[src/rtl/score_ctrl.sv]
// Pong-style score keeper: counts goals, pauses after each one, serves the ball and declares a winner.
// Optional digit blinking during the post-goal pause and game over is enabled with `define SCORE_BLINK_EN.
module score_ctrl #(
    parameter int WIN_SCORE    = 9,
    parameter int HOLD_FRAMES  = 120,
    parameter int BLINK_FRAMES = 8
) (
    input  logic       clk,
    input  logic       reset,
    input  logic       frame_tick,
    input  logic       start,
    input  logic       goal_p1,
    input  logic       goal_p2,
    output logic [3:0] score_p1,
    output logic [3:0] score_p2,
    output logic       vis_p1,
    output logic       vis_p2,
    output logic       serve,
    output logic       serve_dir,
    output logic       game_over,
    output logic       winner
);

    typedef enum logic [1:0] {IDLE, PLAY, HOLD, GAME_OVER} state_t;

    localparam logic [3:0] WIN       = 4'(WIN_SCORE);
    localparam logic [7:0] HOLD_LAST = 8'(HOLD_FRAMES - 1);

    state_t     state, state_next;
    logic [3:0] cnt_p1, cnt_p2, cnt_p1_next, cnt_p2_next;
    logic       scorer, scorer_next;
    logic [7:0] hold_cnt, hold_cnt_next;
    logic       serve_next, serve_dir_next, winner_next;
    logic       clear_disp;

    always_ff @(posedge clk) begin
        if (reset) begin
            state     <= IDLE;
            cnt_p1    <= 4'd0;
            cnt_p2    <= 4'd0;
            scorer    <= 1'b0;
            hold_cnt  <= 8'd0;
            serve     <= 1'b0;
            serve_dir <= 1'b0;
            winner    <= 1'b0;
            score_p1  <= 4'd0;
            score_p2  <= 4'd0;
        end else begin
            state     <= state_next;
            cnt_p1    <= cnt_p1_next;
            cnt_p2    <= cnt_p2_next;
            scorer    <= scorer_next;
            hold_cnt  <= hold_cnt_next;
            serve     <= serve_next;
            serve_dir <= serve_dir_next;
            winner    <= winner_next;
            // Displayed digits only change on a frame boundary so the renderer never tears.
            if (clear_disp) begin
                score_p1 <= 4'd0;
                score_p2 <= 4'd0;
            end else if (frame_tick) begin
                score_p1 <= cnt_p1;
                score_p2 <= cnt_p2;
            end
        end
    end

    always_comb begin
        state_next     = state;
        cnt_p1_next    = cnt_p1;
        cnt_p2_next    = cnt_p2;
        scorer_next    = scorer;
        hold_cnt_next  = hold_cnt;
        serve_next     = 1'b0;
        serve_dir_next = serve_dir;
        winner_next    = winner;
        clear_disp     = 1'b0;
        case (state)
            IDLE: begin
                if (start) begin
                    state_next     = PLAY;
                    serve_next     = 1'b1;
                    serve_dir_next = 1'b0;
                end
            end
            PLAY: begin
                // goal_p1 wins a same-cycle tie; the simultaneous goal_p2 is dropped.
                if (goal_p1) begin
                    if (cnt_p1 < WIN) cnt_p1_next = cnt_p1 + 4'd1;
                    scorer_next   = 1'b0;
                    hold_cnt_next = 8'd0;
                    state_next    = HOLD;
                end else if (goal_p2) begin
                    if (cnt_p2 < WIN) cnt_p2_next = cnt_p2 + 4'd1;
                    scorer_next   = 1'b1;
                    hold_cnt_next = 8'd0;
                    state_next    = HOLD;
                end
            end
            HOLD: begin
                if (frame_tick) begin
                    hold_cnt_next = hold_cnt + 8'd1;
                    if (hold_cnt == HOLD_LAST) begin
                        if ((scorer ? cnt_p2 : cnt_p1) == WIN) begin
                            state_next  = GAME_OVER;
                            winner_next = scorer;
                        end else begin
                            state_next     = PLAY;
                            serve_next     = 1'b1;
                            serve_dir_next = scorer;
                        end
                    end
                end
            end
            GAME_OVER: begin
                if (start) begin
                    cnt_p1_next    = 4'd0;
                    cnt_p2_next    = 4'd0;
                    clear_disp     = 1'b1;
                    state_next     = PLAY;
                    serve_next     = 1'b1;
                    serve_dir_next = 1'b0;
                end
            end
            default: state_next = IDLE;
        endcase
    end

    assign game_over = (state == GAME_OVER);

`ifdef SCORE_BLINK_EN
    localparam logic [7:0] BLINK_DIV  = 8'(BLINK_FRAMES);
    localparam logic [7:0] BLINK_LAST = 8'(BLINK_FRAMES - 1);

    logic [7:0] blink_cnt;
    logic       blink_phase;
    logic [7:0] hold_div;

    always_ff @(posedge clk) begin
        if (reset) begin
            blink_cnt   <= 8'd0;
            blink_phase <= 1'b1;
        end else if (frame_tick) begin
            if (blink_cnt == BLINK_LAST) begin
                blink_cnt   <= 8'd0;
                blink_phase <= ~blink_phase;
            end else begin
                blink_cnt <= blink_cnt + 8'd1;
            end
        end
    end

    assign hold_div = hold_cnt / BLINK_DIV;

    // Only the scorer (in HOLD) or the winner (in GAME_OVER) ever blinks.
    always_comb begin
        vis_p1 = 1'b1;
        vis_p2 = 1'b1;
        case (state)
            HOLD: begin
                if (scorer) vis_p2 = ~hold_div[0];
                else        vis_p1 = ~hold_div[0];
            end
            GAME_OVER: begin
                if (winner) vis_p2 = blink_phase;
                else        vis_p1 = blink_phase;
            end
            default: ;
        endcase
    end
`else
    assign vis_p1 = 1'b1;
    assign vis_p2 = 1'b1;
`endif

endmodule

[config.mk]
export PLATFORM = sky130hd
export DESIGN_NAME = score_ctrl
export DESIGN_NICKNAME = d
export VERILOG_FILES = /design/src/rtl/score_ctrl.sv
export SDC_FILE = /design/constraint.sdc
export NUM_CORES = 1
export LEC_CHECK = 0
export ABC_AREA = 1
export CAP_MARGIN = 20
export CORE_MARGIN = 10
export CORE_UTILIZATION = 30
export DETAILED_ROUTE_END_ITERATION = 6
export DONT_BUFFER_PORTS = 1
export SYNTH_ARGS = -nofsm -noshare
export SYNTH_HDL_FRONTEND = slang
export SYNTH_SLANG_ARGS = --single-unit
export TNS_END_PERCENT = 100
[constraint.sdc]
create_clock -name clk -period 1.3 [get_ports clk]
set_input_delay 0.13 -clock clk [delete_from_list [all_inputs] [get_ports clk]]
set_output_delay 0.13 -clock clk [all_outputs]
set_load 0.005 [all_outputs]
==> reports/results.tsv, run 1 <==
stage	metric	value	unit
outcome	outcome	complete, but fails checks	
outcome	violations in the final reports	setup timing	
timing	Final setup viols	6	
die	Starting Density	31.1	%
placement	HPWL after DPL	2800	um
yosys	Post-synth top flop	dfxtp_1	
cts	Max clock buf depth	2	
cts	htree depth	2	
drt	final WL	4190	um
min_path	Hold Path End	serve	
placement	GPL Wtd Cong	0.815	
worst_setup_path	Crit path buffers/inverters	2	
drt	DR WL/cell	12.8	um
worst_setup_path	r2r endpoint	hold_cnt[2]	
yosys	Compound-Gate Fraction of Synth Area	11.7	%
power_and_ir_drop	combinational power share	43.1	%
yosys	Post-Synthesis Cell Area	1600	sq um
min_path	HP Start	start	
worst_setup_path	R2R Setup Slk	-0.03	ns
global_route	global route overflow	0	
timing	final slew viol count	0	
cts	clk root buf	clkbuf_8	
worst_setup_path	Crit. End Element	flip-flop	
final_layout	diode count	0	
yosys	Post-synth EDFFs	0	
die	site row count	26	
worst_setup_path	WP data arrival	1.50	ns
drt	Iter 0 DRT Violations	135	
final_layout	Layout Nets	270	
worst_setup_path	FF-to-FF Start	state[1]	
timing	Hold Vio Cnt, Final	0	
global_route	initial antenna violation count	0	
global_route	GR Util All Layers	9.86	%
yosys	xor/xnor share of the synthesized area	1.64	%
die	die area	8650	sq um
final_layout	fin util	41.9	%
worst_setup_path	Reg2Reg Depth	8	
final_layout	Synth-to-Final Area Change	34.9	%
timing	Period minus WS final	1.33	ns
yosys	ranking of synthesized cells by area	dfxtp_1, nand2_1, a21oi_1, inv_1, ha_1	
yosys	Async SR Flop Fraction	0	%
yosys	Synth area leader	dfxtp_1	
worst_setup_path	CP Max Fanout	5	
power_and_ir_drop	Total Power	3.66	mW
yosys	Yosys warnings	0	
die	chip height	93.0	um
timing	setup TNS	-0.0874	ns
min_path	hold-critical path depth	2	
power_and_ir_drop	clock network power share	25.7	%
yosys	top-area cell type share of the netlist area	37.6	%
timing	min setup slack post-route	-0.0270	ns
worst_setup_path	Max stage delay on crit path	0.37	ns
final_layout	fraction of layout cells with a size suffix above 1	31.5	%
drt	DR vias	1521	
drt	post-route ant nets	0	
power_and_ir_drop	P per Cell Area	1700	nW/um^2
yosys	most instantiated library cell after synthesis	nand2_1	
yosys	cell count after synthesis	230	
yosys	simple-gate share of the synthesized area	32.6	%
die	chip width	93.0	um
global_route	vias in the first global route	1469	
placement	IO Port Bufs	0	
worst_setup_path	Worst path top cell family by delay	flip-flops	
drt	detailed-route DRC error count	0	
global_route	largest net degree at the start of global routing	11	
worst_setup_path	CP Launch Type	flip-flop	
min_path	Hold WC Path Type	primary input to flip-flop	
yosys	Avg Inst Size Synth	6.95	sq um
yosys	Synth Register Bits	30	
flow_run	max cap viols	0	
worst_setup_path	Required @ worst endpoint	1.48	ns
final_layout	filler instances	530	
cts	Post-CTS Setup Inserts	0	
global_route	first-pass GRT wire length	6940	um
cts	number of buffers created by CTS	5	
cts	Clock transition at path regs	0.07	ns
timing	worst clock skew	0.00195	ns
power_and_ir_drop	leak pwr	0.882	nW
die	core area	5140	sq um
drt	Avg Vias per Cell	4.65	
yosys	commonest cells in the netlist	nand2_1, dfxtp_1, inv_1	
worst_setup_path	Crit-path slowest cell	dfxtp_4	
yosys	synth unique cells	26	
placement	Placed Cells	316	
power_and_ir_drop	VDD IR-drop max	0.000909	V
die	Ports	20	
worst_setup_path	worst setup path startpoint	state[1]	
timing	period utilization	102	%
yosys	largest family of logic cells by synthesized area	simple AND/OR/NAND/NOR gates	
timing	FMAX	0.754	GHz
cts	CTS Sinks	30	
yosys	Synth Area in Adders	6.26	%
power_and_ir_drop	sw frac	37.6	%
final_layout	final std cells w/o fill	327	
cts	CTS tree	built	
yosys	Seq/Total Area, Yosys	37.6	%
worst_setup_path	CP Cell Sequence	inv_4, ha_4, nor2_4, nand3b_4, o21ai_4, inv_2, nand2_1, nor2_1	
worst_setup_path	WS Path Type	flip-flop to flip-flop	
yosys	mux share of post-synthesis cell area	0	%
cts	Clk Latency, worst-skew pair	0.28	ns
power_and_ir_drop	Net Sw Power	1.38	mW
power_and_ir_drop	Pint	2.29	mW
timing	RSZ-0062 raised after global routing	true	
power_and_ir_drop	Reg power frac	31.3	%
drt	drt pass-1 iters	4	
[registers in the layout, summed over array words and instances (netlist names)]
name and cells:
hold_cnt 8, cnt_p1 4, cnt_p2 4, score_p1 4, score_p2 4, state 2, scorer 1, serve 1
serve_dir 1, winner 1
[through the flow]
step | hold slack (ns) | instance area [sq um] | setup WS, ns
finish | 0.0183 | 2160 | -0.0270
global placement | 0.203 | 1820 | -0.113
CTS | 0.0193 | 2050 | -0.0268
global route | 0.0336 | 2160 | -0.117
detailed placement | 0.204 | 1820 | -0.130
floorplan | 0.273 | 1620 | 0.00794
[placed cells by master, fill, tap and decap left out, drive strengths merged]
master	n
nand2	59
inv	32
dfxtp	30
a21oi	25
nor2	25
buf	20
nand3	17
o21ai	10
ha	8
nor3	7
nand4	5
clkbuf	5
xnor2	3
nand3b	3
conb	2
clkinv	2
dlygate4sd3	2
or2	1
bufinv	1
[metal layers]
metal	track usage [%]	vias to the layer above	wire [um]	part of all wire (%)
met5	0	-	0	0
met4	5.66	0	72	1.7
met3	3.12	4	231	5.5
met2	16.8	28	2150	51
met1	10.5	699	1740	41
li1	-	790	-	-
[repair_timing]
action	CTS	global route
hold endpoints to repair	17	0
hold buffers	2	0
gates cloned	1	0
pin swaps	14	10
setup endpoints to repair	21	21
gates resized for setup	25	31
[worst reg2reg max path, stage by stage (launching register included)]
cell	delay, ns
dfxtp_4	0.37
inv_4	0.06
ha_4	0.17
nor2_4	0.05
nand3b_4	0.21
o21ai_4	0.20
inv_2	0.07
nand2_1	0.06
nor2_1	0.04
[power groups by stage]
stage	combinational, mW	sequential, mW	clock [mW]
finish	1.58	1.15	0.940
detailed placement	1.21	1.13	0
CTS	1.43	1.14	0.962
global route	1.75	1.16	1.00
global placement	1.22	1.13	0
floorplan	0.843	1.13	0
[cell type report]
type	instances	area (sq um)	share of cell area, %
multi-input cells	165	1050	48.5
flip-flops and latches	30	612	28.4
repair buffers	22	174	8.07
inverters	32	128	5.92
well taps	70	87.6	4.06
clock buffers	5	68.8	3.19
clock inverters	3	40.0	1.86
[cell families (layout without fill, tap and decap cells)]
group | count (synthesis) | after routing
flip-flops | 30 | 30
other | 1 | 2
adder cells (fa/ha/maj) | 8 | 8
XOR/XNOR | 3 | 3
AND/OR/NAND/NOR | 116 | 117
AO/OA/AOI/OAI | 35 | 35
buffers and inverters | 37 | 62
[how the worst max path moves through the flow]
stage	slack (ns)	to	cells past startpoint
2_1_floorplan	0.008	hold_cnt[4]	8
3_3_place_gp	-0.11	hold_cnt[7]	8
3_5_place_dp	-0.13	hold_cnt[2]	8
4_1_cts	-0.03	hold_cnt[2]	8
5_1_grt	-0.12	cnt_p1[1]	9
6_report	-0.03	hold_cnt[2]	8
(Power assumes the default switching activity.)
==> inputs of run 2 (changes only) <==
--- a/config.mk
+++ b/config.mk
@@ -6,7 +6,7 @@
 export NUM_CORES = 1
 export LEC_CHECK = 0
 export ABC_AREA = 1
-export CAP_MARGIN = 20
+export CAP_MARGIN = 25
 export CORE_MARGIN = 10
 export CORE_UTILIZATION = 30
 export DETAILED_ROUTE_END_ITERATION = 6
==> results of run 2 <==
Same layout as run 1: the final DEF is identical, and so are final timing and power.
==> inputs of run 3 (changes only) <==
--- a/config.mk
+++ b/config.mk
@@ -11,6 +11,7 @@
 export CORE_UTILIZATION = 30
 export DETAILED_ROUTE_END_ITERATION = 6
 export DONT_BUFFER_PORTS = 1
+export HOLD_SLACK_MARGIN = 0.03
 export SYNTH_ARGS = -nofsm -noshare
 export SYNTH_HDL_FRONTEND = slang
 export SYNTH_SLANG_ARGS = --single-unit
==> run 3 against run 2 <==
  * The flow still finishes with violations (setup timing)
  * Count of clock-buffer cells in the layout is the same
  * Sequential share of layout area shrank 0.39 points
  * Core utilization grew 0.58 points
  * Routed wire length grew 2.5%
  * Sequential cell count is the same
  * Global-route usage grew 0.18 points
  * Largest cell class unchanged
==> reports/results.tsv, run 3 (same netlist as run 1, synthesis figures left out) <==
stage	metric	value	unit	change
drt	WL met2	2200	um	+2.5%
global_route	first-pass GRT wire length	7070	um	+1.9%
timing	period utilization	102	%	+0.32 points
global_route	GR Util All Layers	10.0	%	+0.18 points
drt	detailed-route DRC error count	0		unchanged
worst_setup_path	Required @ worst endpoint	1.52	ns	+0.04 ns
die	chip height	93.0	um	unchanged
power_and_ir_drop	Pint	2.29	mW	+0.27%
cts	CTS Sinks	30		unchanged
timing	Final setup viols	8		+2
timing	Period minus WS final	1.33	ns	+0.00418 ns
final_layout	Synth-to-Final Area Change	36.8	%	
final_layout	Register Area	612	sq um	unchanged
outcome	outcome	complete, but fails checks		
power_and_ir_drop	sw frac	37.7	%	+0.14 points
worst_setup_path	R2R Setup Slk	-0.03	ns	about the same
min_path	HP Start	reset		
cts	CTS tree	built		
placement	pre-CTS WS	-0.130	ns	unchanged
cts	Clock transition at path regs	0.07	ns	about the same
global_route	global route overflow	0		unchanged
worst_setup_path	FF-to-FF Start	state[1]		
final_layout	largest register by flop count	hold_cnt		
worst_setup_path	r2r endpoint	cnt_p1[1]		
cts	Post-CTS Setup Inserts	0		unchanged
timing	min setup slack post-route	-0.0311	ns	-0.00418 ns
global_route	largest net degree at the start of global routing	11		unchanged
power_and_ir_drop	clock network power share	25.6	%	about the same
final_layout	most frequent cells in the layout	nand2_1, dfxtp_1, inv_1		
timing	FMAX	0.751	GHz	-0.31%
die	chip width	93.0	um	unchanged
final_layout	filler instances	527		-0.57%
timing	worst clock skew	0.00261	ns	+0.000662 ns
final_layout	commonest non-fill, non-tap cell in the layout	nand2_1		
die	core area	5140	sq um	unchanged
power_and_ir_drop	combinational power share	43.3	%	+0.2 points
drt	DR WL/cell	13.0	um	+1.5%
timing	setup TNS	-0.190	ns	-0.103 ns
min_path	Hold WC Path Type	primary input to flip-flop		
cts	htree depth	2		unchanged
outcome	violations in the final reports	setup timing		
power_and_ir_drop	Net Sw Power	1.39	mW	+0.85%
worst_setup_path	CP Max Fanout	6		+1
drt	post-route ant nets	0		unchanged
power_and_ir_drop	VDD IR-drop max	0.000914	V	+0.53%
die	site row count	26		unchanged
drt	Iter 0 DRT Violations	108		-20%
final_layout	multi-input logic area	1050	sq um	unchanged
power_and_ir_drop	Reg power frac	31.1	%	-0.2 points
die	Starting Density	31.1	%	unchanged
worst_setup_path	WS Path Type	flip-flop to flip-flop		
worst_setup_path	Crit. End Element	flip-flop		
final_layout	Layout Nets	273		+1.1%
timing	Worst Hold Slack	0.0555	ns	+0.0372 ns
global_route	initial antenna violation count	0		unchanged
timing	RSZ-0062 raised after global routing	true		
global_route	vias in the first global route	1489		+1.4%
timing	Hold Vio Cnt, Final	0		unchanged
timing	final slew viol count	0		unchanged
die	Ports	20		unchanged
placement	IO Port Bufs	0		unchanged
power_and_ir_drop	P per Cell Area	1680	nW/um^2	-0.89%
placement	HPWL after DPL	2800	um	unchanged
flow_run	max cap viols	0		unchanged
drt	highest routed layer	met4		
power_and_ir_drop	leak pwr	0.894	nW	+1.4%
drt	DR vias	1517		-0.26%
cts	clk root buf	clkbuf_8		
worst_setup_path	Reg2Reg Depth	9		+1
worst_setup_path	CP Launch Type	flip-flop		
die	die area	8650	sq um	unchanged
drt	drt pass-1 iters	4		unchanged
drt	met3 wire len	216	um	-6.5%
final_layout	max FFs per register	8		unchanged
cts	number of buffers created by CTS	5		unchanged
final_layout	fraction of layout cells with a size suffix above 1	31.2	%	-0.36 points
drt	Avg Vias per Cell	4.60		-1.2%
cts	Clk Latency, worst-skew pair	0.28	ns	about the same
final_layout	diode count	0		unchanged
drt	final WL	4300	um	+2.5%
worst_setup_path	WP data arrival	1.55	ns	+0.05 ns
drt	M1 WL	1780	um	+2.6%
min_path	hold-critical path depth	3		+1
min_path	Hold Path End	cnt_p2[3]		
placement	GPL Wtd Cong	0.815		unchanged
cts	Max clock buf depth	2		unchanged
[run 3: worst max path at each step]
stage | slack, ns | startpoint | cells after the start | to
3_5_place_dp | -0.13 | state[1] | 8 | hold_cnt[2]
4_1_cts | -0.03 | state[1] | 8 | hold_cnt[2]
2_1_floorplan | 0.008 | state[1] | 8 | hold_cnt[4]
3_3_place_gp | -0.11 | state[0] | 8 | hold_cnt[7]
6_report | -0.03 | state[1] | 9 | cnt_p1[1]
5_1_grt | -0.13 | state[1] | 9 | cnt_p1[1]
[run 3: final cells by class]
type	instances	share of cell area [%]
Clock buffer	5	3.15
Clock inverter	3	1.83
Inverter	32	5.84
Multi-Input combinational cell	165	47.9
Sequential cell	30	28.0
Tap cell	70	4.01
Timing Repair Buffer	25	9.33
[run 3: metrics by stage]
stage	power [mW]	area (sq um)	util, %	cells
global placement	2.35	1820	35.4	316
finish	3.68	2190	42.5	330
global route	3.92	2190	42.5	330
detailed placement	2.34	1820	35.4	316
CTS	3.53	2080	40.5	330
floorplan	1.97	1620	-	231
[run 3: timing repair]
item,in CTS,in global routing
endpoints found under the setup margin,21,21
hold buffers,5,0
resized for setup,25,31
pin swaps,14,10
gates cloned,1,0
endpoints found under the hold margin,18,0
[run 3: metal layers]
metal  global-route usage (%)  vias to the layer above
met1                     11.1                      686
li1                         -                      793
met2                     16.9                       32
met3                     2.80                        6
met5                        0                        -
met4                     5.91                        0
[run 3: critical path: stages (launching register included)]
cell,delay (ns)
dfxtp_4,0.38
inv_4,0.04
ha_4,0.18
inv_2,0.14
nand2_2,0.12
o21ai_4,0.12
nand2_2,0.09
nand2_1,0.07
nand2_1,0.04
nor2_1,0.08
[run 3: power groups by stage]
stage	logic (mW)	clock network [mW]	registers [mW]
after floorplan	0.843	0	1.13
after global placement	1.22	0	1.13
after detailed placement	1.21	0	1.13
after CTS	1.44	0.962	1.14
after global routing	1.76	1.00	1.16
final	1.59	0.942	1.15
